[src/rtl/pola_yolo_detection_packer_if.sv]
// Record handshake toward the result writer.
// Master presents packed detections; slave returns ready.
interface pola_yolo_detection_packer_if #(
  parameter int Data_bit  = 16,
  parameter int Class_bit = 8
) ();
  logic                            out_valid;
  logic                            out_ready;
  logic [4*Data_bit+Class_bit-1:0] out_data;
  logic                            out_null;
  logic                            out_last;

  modport master (
    output out_valid,
    output out_data,
    output out_null,
    output out_last,
    input  out_ready
  );

  modport slave (
    input  out_valid,
    input  out_data,
    input  out_null,
    input  out_last,
    output out_ready
  );
endinterface

[src/rtl/pola_yolo_detection_packer.sv]
// Packs confidence-gated candidates into a record FIFO with
// end-of-frame marking, per-frame counts and sticky loss flag.
module pola_yolo_detection_packer #(
  parameter int Data_bit   = 16,
  parameter int Class_bit  = 8,
  parameter int FIFO_DEPTH = 16,
  parameter int CNT_W      = 16
) (
  input  logic                       M_AXI_ACLK,
  input  logic                       rst,
  input  logic                       in_valid,
  input  logic signed [Data_bit-1:0] in_x,
  input  logic signed [Data_bit-1:0] in_y,
  input  logic signed [Data_bit-1:0] in_w,
  input  logic signed [Data_bit-1:0] in_h,
  input  logic [Class_bit-1:0]       in_class,
  input  logic                       in_frame_last,
  pola_yolo_detection_packer_if.master out_if,
  output logic [CNT_W-1:0]           det_count,
  output logic                       frame_done,
  output logic                       overflow
);

  localparam int W  = 4*Data_bit + Class_bit;
  localparam int RW = W + 2;
  localparam int AW = $clog2(FIFO_DEPTH);

  // record layout: {last, null, payload}
  logic [RW-1:0]    mem_q [FIFO_DEPTH];
  logic [AW:0]      wr_ptr_q, wr_ptr_d;
  logic [AW:0]      rd_ptr_q, rd_ptr_d;
  logic [RW-1:0]    head_q, head_d;
  logic             valid_q, valid_d;
  logic             pend_q, pend_d;
  logic             ovf_q, ovf_d;
  logic             fd_q, fd_d;
  logic [CNT_W-1:0] run_q, run_d;
  logic [CNT_W-1:0] det_q, det_d;
  logic [CNT_W-1:0] run_inc;

  logic          full;
  logic          pop;
  logic          push;
  logic [RW-1:0] rec;

  assign full = (wr_ptr_q[AW-1:0] == rd_ptr_q[AW-1:0]) &&
                (wr_ptr_q[AW] != rd_ptr_q[AW]);
  assign pop  = valid_q & out_if.out_ready;

  always_comb begin
    push   = 1'b0;
    rec    = '0;
    pend_d = pend_q;
    ovf_d  = ovf_q;
    if (pend_q) begin
      if (in_valid | in_frame_last) ovf_d = 1'b1;
      if (!full) begin
        push   = 1'b1;
        rec    = {1'b1, 1'b1, {W{1'b0}}};
        pend_d = 1'b0;
      end
    end else if (in_valid | in_frame_last) begin
      if (!full) begin
        push = 1'b1;
        rec  = {in_frame_last, ~in_valid,
                in_valid ? {in_class, in_h, in_w, in_y, in_x}
                         : {W{1'b0}}};
      end else begin
        if (in_frame_last) pend_d = 1'b1;
        if (in_valid)      ovf_d  = 1'b1;
      end
    end
  end

  always_comb begin
    run_inc = run_q;
    if (push && !rec[W] && run_q != '1) run_inc = run_q + 1'b1;
    run_d = run_inc;
    det_d = det_q;
    fd_d  = 1'b0;
    if (push && rec[W+1]) begin
      det_d = run_inc;
      run_d = '0;
      fd_d  = 1'b1;
    end
  end

  // head follows a write into the slot being exposed
  always_comb begin
    wr_ptr_d = wr_ptr_q + (AW+1)'(push);
    rd_ptr_d = rd_ptr_q + (AW+1)'(pop);
    valid_d  = (rd_ptr_d != wr_ptr_d);
    if (!valid_d) head_d = '0;
    else if (push && rd_ptr_d == wr_ptr_q) head_d = rec;
    else head_d = mem_q[rd_ptr_d[AW-1:0]];
  end

  always_ff @(posedge M_AXI_ACLK) begin
    if (push) mem_q[wr_ptr_q[AW-1:0]] <= rec;
  end

  always_ff @(posedge M_AXI_ACLK) begin
    if (rst) begin
      wr_ptr_q <= '0;
      rd_ptr_q <= '0;
      head_q   <= '0;
      valid_q  <= 1'b0;
      pend_q   <= 1'b0;
      ovf_q    <= 1'b0;
      fd_q     <= 1'b0;
      run_q    <= '0;
      det_q    <= '0;
    end else begin
      wr_ptr_q <= wr_ptr_d;
      rd_ptr_q <= rd_ptr_d;
      head_q   <= head_d;
      valid_q  <= valid_d;
      pend_q   <= pend_d;
      ovf_q    <= ovf_d;
      fd_q     <= fd_d;
      run_q    <= run_d;
      det_q    <= det_d;
    end
  end

  assign out_if.out_valid = valid_q;
  assign out_if.out_data  = head_q[W-1:0];
  assign out_if.out_null  = head_q[W];
  assign out_if.out_last  = head_q[W+1];
  assign det_count        = det_q;
  assign frame_done       = fd_q;
  assign overflow         = ovf_q;

endmodule

[src/flat_wrapper.sv]
// flat-port wrapper written by rule: the top's interface ports become plain ports
module pola_yolo_detection_packer_flat 
#(
  parameter int Data_bit   = 16,
  parameter int Class_bit  = 8,
  parameter int FIFO_DEPTH = 16,
  parameter int CNT_W      = 16
)
  (M_AXI_ACLK, rst, in_valid, in_x, in_y, in_w, in_h, in_class, in_frame_last, det_count, frame_done, overflow, out_if_out_valid, out_if_out_data, out_if_out_null, out_if_out_last, out_if_out_ready);
  pola_yolo_detection_packer_if #(.Data_bit(Data_bit), .Class_bit(Class_bit)) out_if_i ();
  input  logic M_AXI_ACLK;
  input  logic rst;
  input  logic in_valid;
  input  logic signed [Data_bit-1:0] in_x;
  input  logic signed [Data_bit-1:0] in_y;
  input  logic signed [Data_bit-1:0] in_w;
  input  logic signed [Data_bit-1:0] in_h;
  input  logic [Class_bit-1:0] in_class;
  input  logic in_frame_last;
  output logic [CNT_W-1:0] det_count;
  output logic frame_done;
  output logic overflow;
  output wire logic [$bits(out_if_i.out_valid)-1:0] out_if_out_valid;
  output wire logic [$bits(out_if_i.out_data)-1:0] out_if_out_data;
  output wire logic [$bits(out_if_i.out_null)-1:0] out_if_out_null;
  output wire logic [$bits(out_if_i.out_last)-1:0] out_if_out_last;
  input wire logic [$bits(out_if_i.out_ready)-1:0] out_if_out_ready;
  assign out_if_out_valid = out_if_i.out_valid;
  assign out_if_out_data = out_if_i.out_data;
  assign out_if_out_null = out_if_i.out_null;
  assign out_if_out_last = out_if_i.out_last;
  assign out_if_i.out_ready = out_if_out_ready;
  pola_yolo_detection_packer #(.Data_bit(Data_bit), .Class_bit(Class_bit), .FIFO_DEPTH(FIFO_DEPTH), .CNT_W(CNT_W)) u_core (.M_AXI_ACLK(M_AXI_ACLK), .rst(rst), .in_valid(in_valid), .in_x(in_x), .in_y(in_y), .in_w(in_w), .in_h(in_h), .in_class(in_class), .in_frame_last(in_frame_last), .out_if(out_if_i), .det_count(det_count), .frame_done(frame_done), .overflow(overflow));
endmodule
[config.mk]
export PLATFORM = sky130hd
export DESIGN_NAME = pola_yolo_detection_packer_flat
export DESIGN_NICKNAME = d
export VERILOG_FILES = /design/src/rtl/pola_yolo_detection_packer_if.sv /design/src/rtl/pola_yolo_detection_packer.sv /design/src/flat_wrapper.sv
export SDC_FILE = /design/constraint.sdc
export NUM_CORES = 2
export LEC_CHECK = 0
export BUFFER_PORTS_ARGS = -buffer_cell sky130_fd_sc_hd__buf_2
export CAP_MARGIN = 20
export CORE_MARGIN = 4
export CORE_UTILIZATION = 50
export CTS_CLUSTER_DIAMETER = 120
export DETAILED_ROUTE_END_ITERATION = 6
export GPL_TIMING_DRIVEN = 0
export PLACE_DENSITY = 0.78
export SLEW_MARGIN = 20
export SYNTH_ARGS = -nofsm -noshare
export SYNTH_HDL_FRONTEND = slang
export SYNTH_SLANG_ARGS = --single-unit
[constraint.sdc]
create_clock -name M_AXI_ACLK -period 9.1 [get_ports M_AXI_ACLK]
set_input_delay 0 -clock M_AXI_ACLK [delete_from_list [all_inputs] [get_ports M_AXI_ACLK]]
set_output_delay 0 -clock M_AXI_ACLK [all_outputs]
set_load 0.005 [all_outputs]
==> run metrics <==
status finished, final reports clean; Post-synth EDFFs 1,184; layout cells sized above 1 30.3%; CP Capture Type register; full die area 104,000 sq um; TritonCTS buffer count 130; I/O pins 170; die width 322 um; hold worst-path end u_core.wr_ptr_q[0]; most frequent cells in the layout edfxtp_1, mux4_2, buf_2; vias 26,900; post-synthesis mux area share 13.5%; 1st-iter DRT viols 3,829; Sink Count 1,304; H-tree depth 4; Seq/Total Area, Yosys 77.0%; Cells after Synth 2,380; CP max stage cell clkbuf_1; total track usage 24.4%; nets 2,990; DRC 0; cell area power density 242 nW/um^2; Ys Warns 0; routed vias/inst 6.27; largest net degree at the start of global routing 23; number of global-route vias before repair 28,100; TNS Setup 0 ns; CP arrival 4.55 ns; crit share post-route 43.6%; #FFs+latches synth 1,304; Routed Antenna Nets 0; CP Max Fanout 10; max incr delay on CP 0.82 ns; max-cap violation count 0; post-layout minimum cycle time 3.97 ns; clock share of power 36.4%; Logic pwr share 15.3%; effective utilization at floorplan 50.7%; internal cell power 10.6 mW; Antenna Cells 0; Fmax 252 MHz; initial antenna violation count 4; Hold Crit Start rst; Final Hold Viols 0; sequential share of power 48.3%; Synth Flop Type edfxtp_1; Worst VDD drop 208 uV; critical path cell sequence and2_1, ha_1, ha_1, buf_2, buf_2, clkbuf_1, mux4_2, a22o_1, o21ai_0, a21oi_1; Largest delay share family, worst path buffers and inverters; Worst R2R Start u_core.out_if.out_valid; Simple-Gate Fraction of Synth Area 2.81%; startpoint types register; Total Power 14.1 mW; CTS clk-pin slew, worst paths 0.06 ns; hold path cells 3; P&R area growth vs syn 18.2%; Clock Path Buffers 3; root buf cell clkbuf_16; Placer Congestion 0.799; first-pass GRT wire length 185 mm; main combinational cell family by area after synthesis multiplexers; Final Setup Violations 0; Slew HR 30.3%; critical path class register to register; CTS resizes 0; Die Height 322 um; Worst R2R End u_core.head_q[3]; setup ws final 5.13 ns; Routed WL per cell 29.1 um; critical path data required time 9.68 ns; xor/xnor share of the synthesized area 0.672%; Net Count, Synth 2,462; reg-to-reg slack, setup 5.13 ns; Post-Synthesis Cell Area 49,300 sq um; core footprint 97,300 sq um; # port buffers 169; LEAKAGE 19.4 nW; post-CTS setup buffers 0; final WL 125 mm; RSZ-0062 raised after global routing false; synthesized-area fraction occupied by adder cells 0.127%; Worst-Margin Slew 1.05 ns; Psw 3.48 mW; syn avg cell area 20.7 sq um; DRT Pass-1 Iters 5; Remaining Overflow, GRT 0; Slew Limit Fails 0; Setup Slack @ Placement 5.23 ns; compound-gate portion of the synthesized area 4.44%; Switching Fraction 24.7%; Hold/Removal Path Class input pin to register; detailed placer's ending HPWL 78.6 mm; Distinct cells, synth 43; Post-synth ARST share 0%; CTS tree built; most common cell after layout, fill and taps aside edfxtp_1; Final Skew 0.0305 ns; CP bufs+invs 3; Reg2Reg Depth 10; row count 114; worst skew pair latency 0.75 ns
tightest hold or removal path, stage by stage:
cell           delay [ns]
dlygate4sd3_1        0.52
buf_2                0.22
nor2b_1              0.08
what timing repair did:
action                                  4_1_cts  5_1_grt
hold buffers                                 75        0
endpoints found under the setup margin        0        0
hold endpoints to repair                   1268        0
Yosys cell counts (4+ instances only):
library cell	number	share of area (%)
nand3_1	8	0.081
buf_2	58	0.59
mux4_2	296	14
clkbuf_1	63	0.48
dfxtp_1	120	4.9
inv_1	4	0.030
edfxtp_1	1184	72
and2_1	75	0.95
buf_1	7	0.053
o21ai_0	70	0.71
nand4_1	7	0.089
ha_1	5	0.13
nor2b_1	4	0.051
buf_6	10	0.23
nand3_2	5	0.10
xor2_1	28	0.50
xnor2_1	8	0.14
nand2_1	96	0.73
buf_4	4	0.061
nor2_1	41	0.31
o21ai_1	19	0.19
nor3_1	13	0.13
a21oi_1	76	0.77
and3_2	4	0.061
a22o_1	148	2.6
per-stage QoR:
stage | utilization [%] | instance area [sq um] | std cells | hold slack (ns)
floorplan | - | 49300 | 2380 | 0.0716
global placement | 53.2 | 51800 | 3825 | 0.322
detailed placement | 54.9 | 53400 | 3977 | 0.318
CTS | 59.9 | 58300 | 4290 | 0.0583
global route | 59.9 | 58300 | 4290 | 0.103
finish | 59.9 | 58300 | 4290 | 0.119
power groups by stage:
stage          Clock [mW]  Sequential (mW)  Combinational, mW
2_1_floorplan           0             6.96               1.39
3_3_place_gp            0             6.98               2.02
3_5_place_dp            0             6.94               2.12
4_1_cts              5.20             6.82               2.17
5_1_grt              5.48             6.83               2.29
6_report             5.14             6.82               2.16
kinds of logic after synthesis:
logic type | count (synthesis)
flops | 1304
compound gates | 320
mux | 297
simple gates | 271
buf+inv | 146
xor+xnor | 37
fa+ha+maj | 5
metal layers:
layer | wire [um] | up-vias | global-route usage [%]
li1 | - | 10900 | -
met3 | 13200 | 353 | 5.24
met4 | 5290 | 2 | 10.4
met1 | 44600 | 13700 | 32.3
met2 | 61600 | 1945 | 39.8
met5 | 13 | - | 0
flip-flops by register name (all words and copies together) (netlist names):
signal	count
u_core.run_q	16
u_core.overflow	1
u_core.rd_ptr_q	5
u_core.out_if.out_valid	1
u_core.wr_ptr_q	5
u_core.det_count	16
u_core.head_q	74
u_core.mem_q	1184
u_core.frame_done	1
u_core.pend_q	1
how the worst max path moves through the flow:
stage / slack (ns) / cells past startpoint / from / end
after floorplan: 0.20 / 6 / u_core.wr_ptr_q[1] / u_core.mem_q[1][0]
after global placement: -7.74 / 6 / u_core.wr_ptr_q[1] / u_core.mem_q[3][49]
after detailed placement: 5.23 / 10 / u_core.out_if.out_valid / u_core.head_q[3]
after CTS: 5.26 / 10 / u_core.out_if.out_valid / u_core.head_q[3]
after global routing: 5.07 / 10 / u_core.out_if.out_valid / u_core.head_q[38]
final: 5.13 / 10 / u_core.out_if.out_valid / u_core.head_q[3]
area by class of cell:
class / instances / area (sq um)
Buffer: 142 / 696
Clock buffer: 189 / 3700
Clock inverter: 49 / 383
Fill cell: 6601 / 39000
Inverter: 4 / 15.0
Multi-Input combinational cell: 930 / 10700
Sequential cell: 1304 / 38000
Tap cell: 1276 / 1600
Timing Repair Buffer: 396 / 3190
Power figures use the tool's default switching activity.
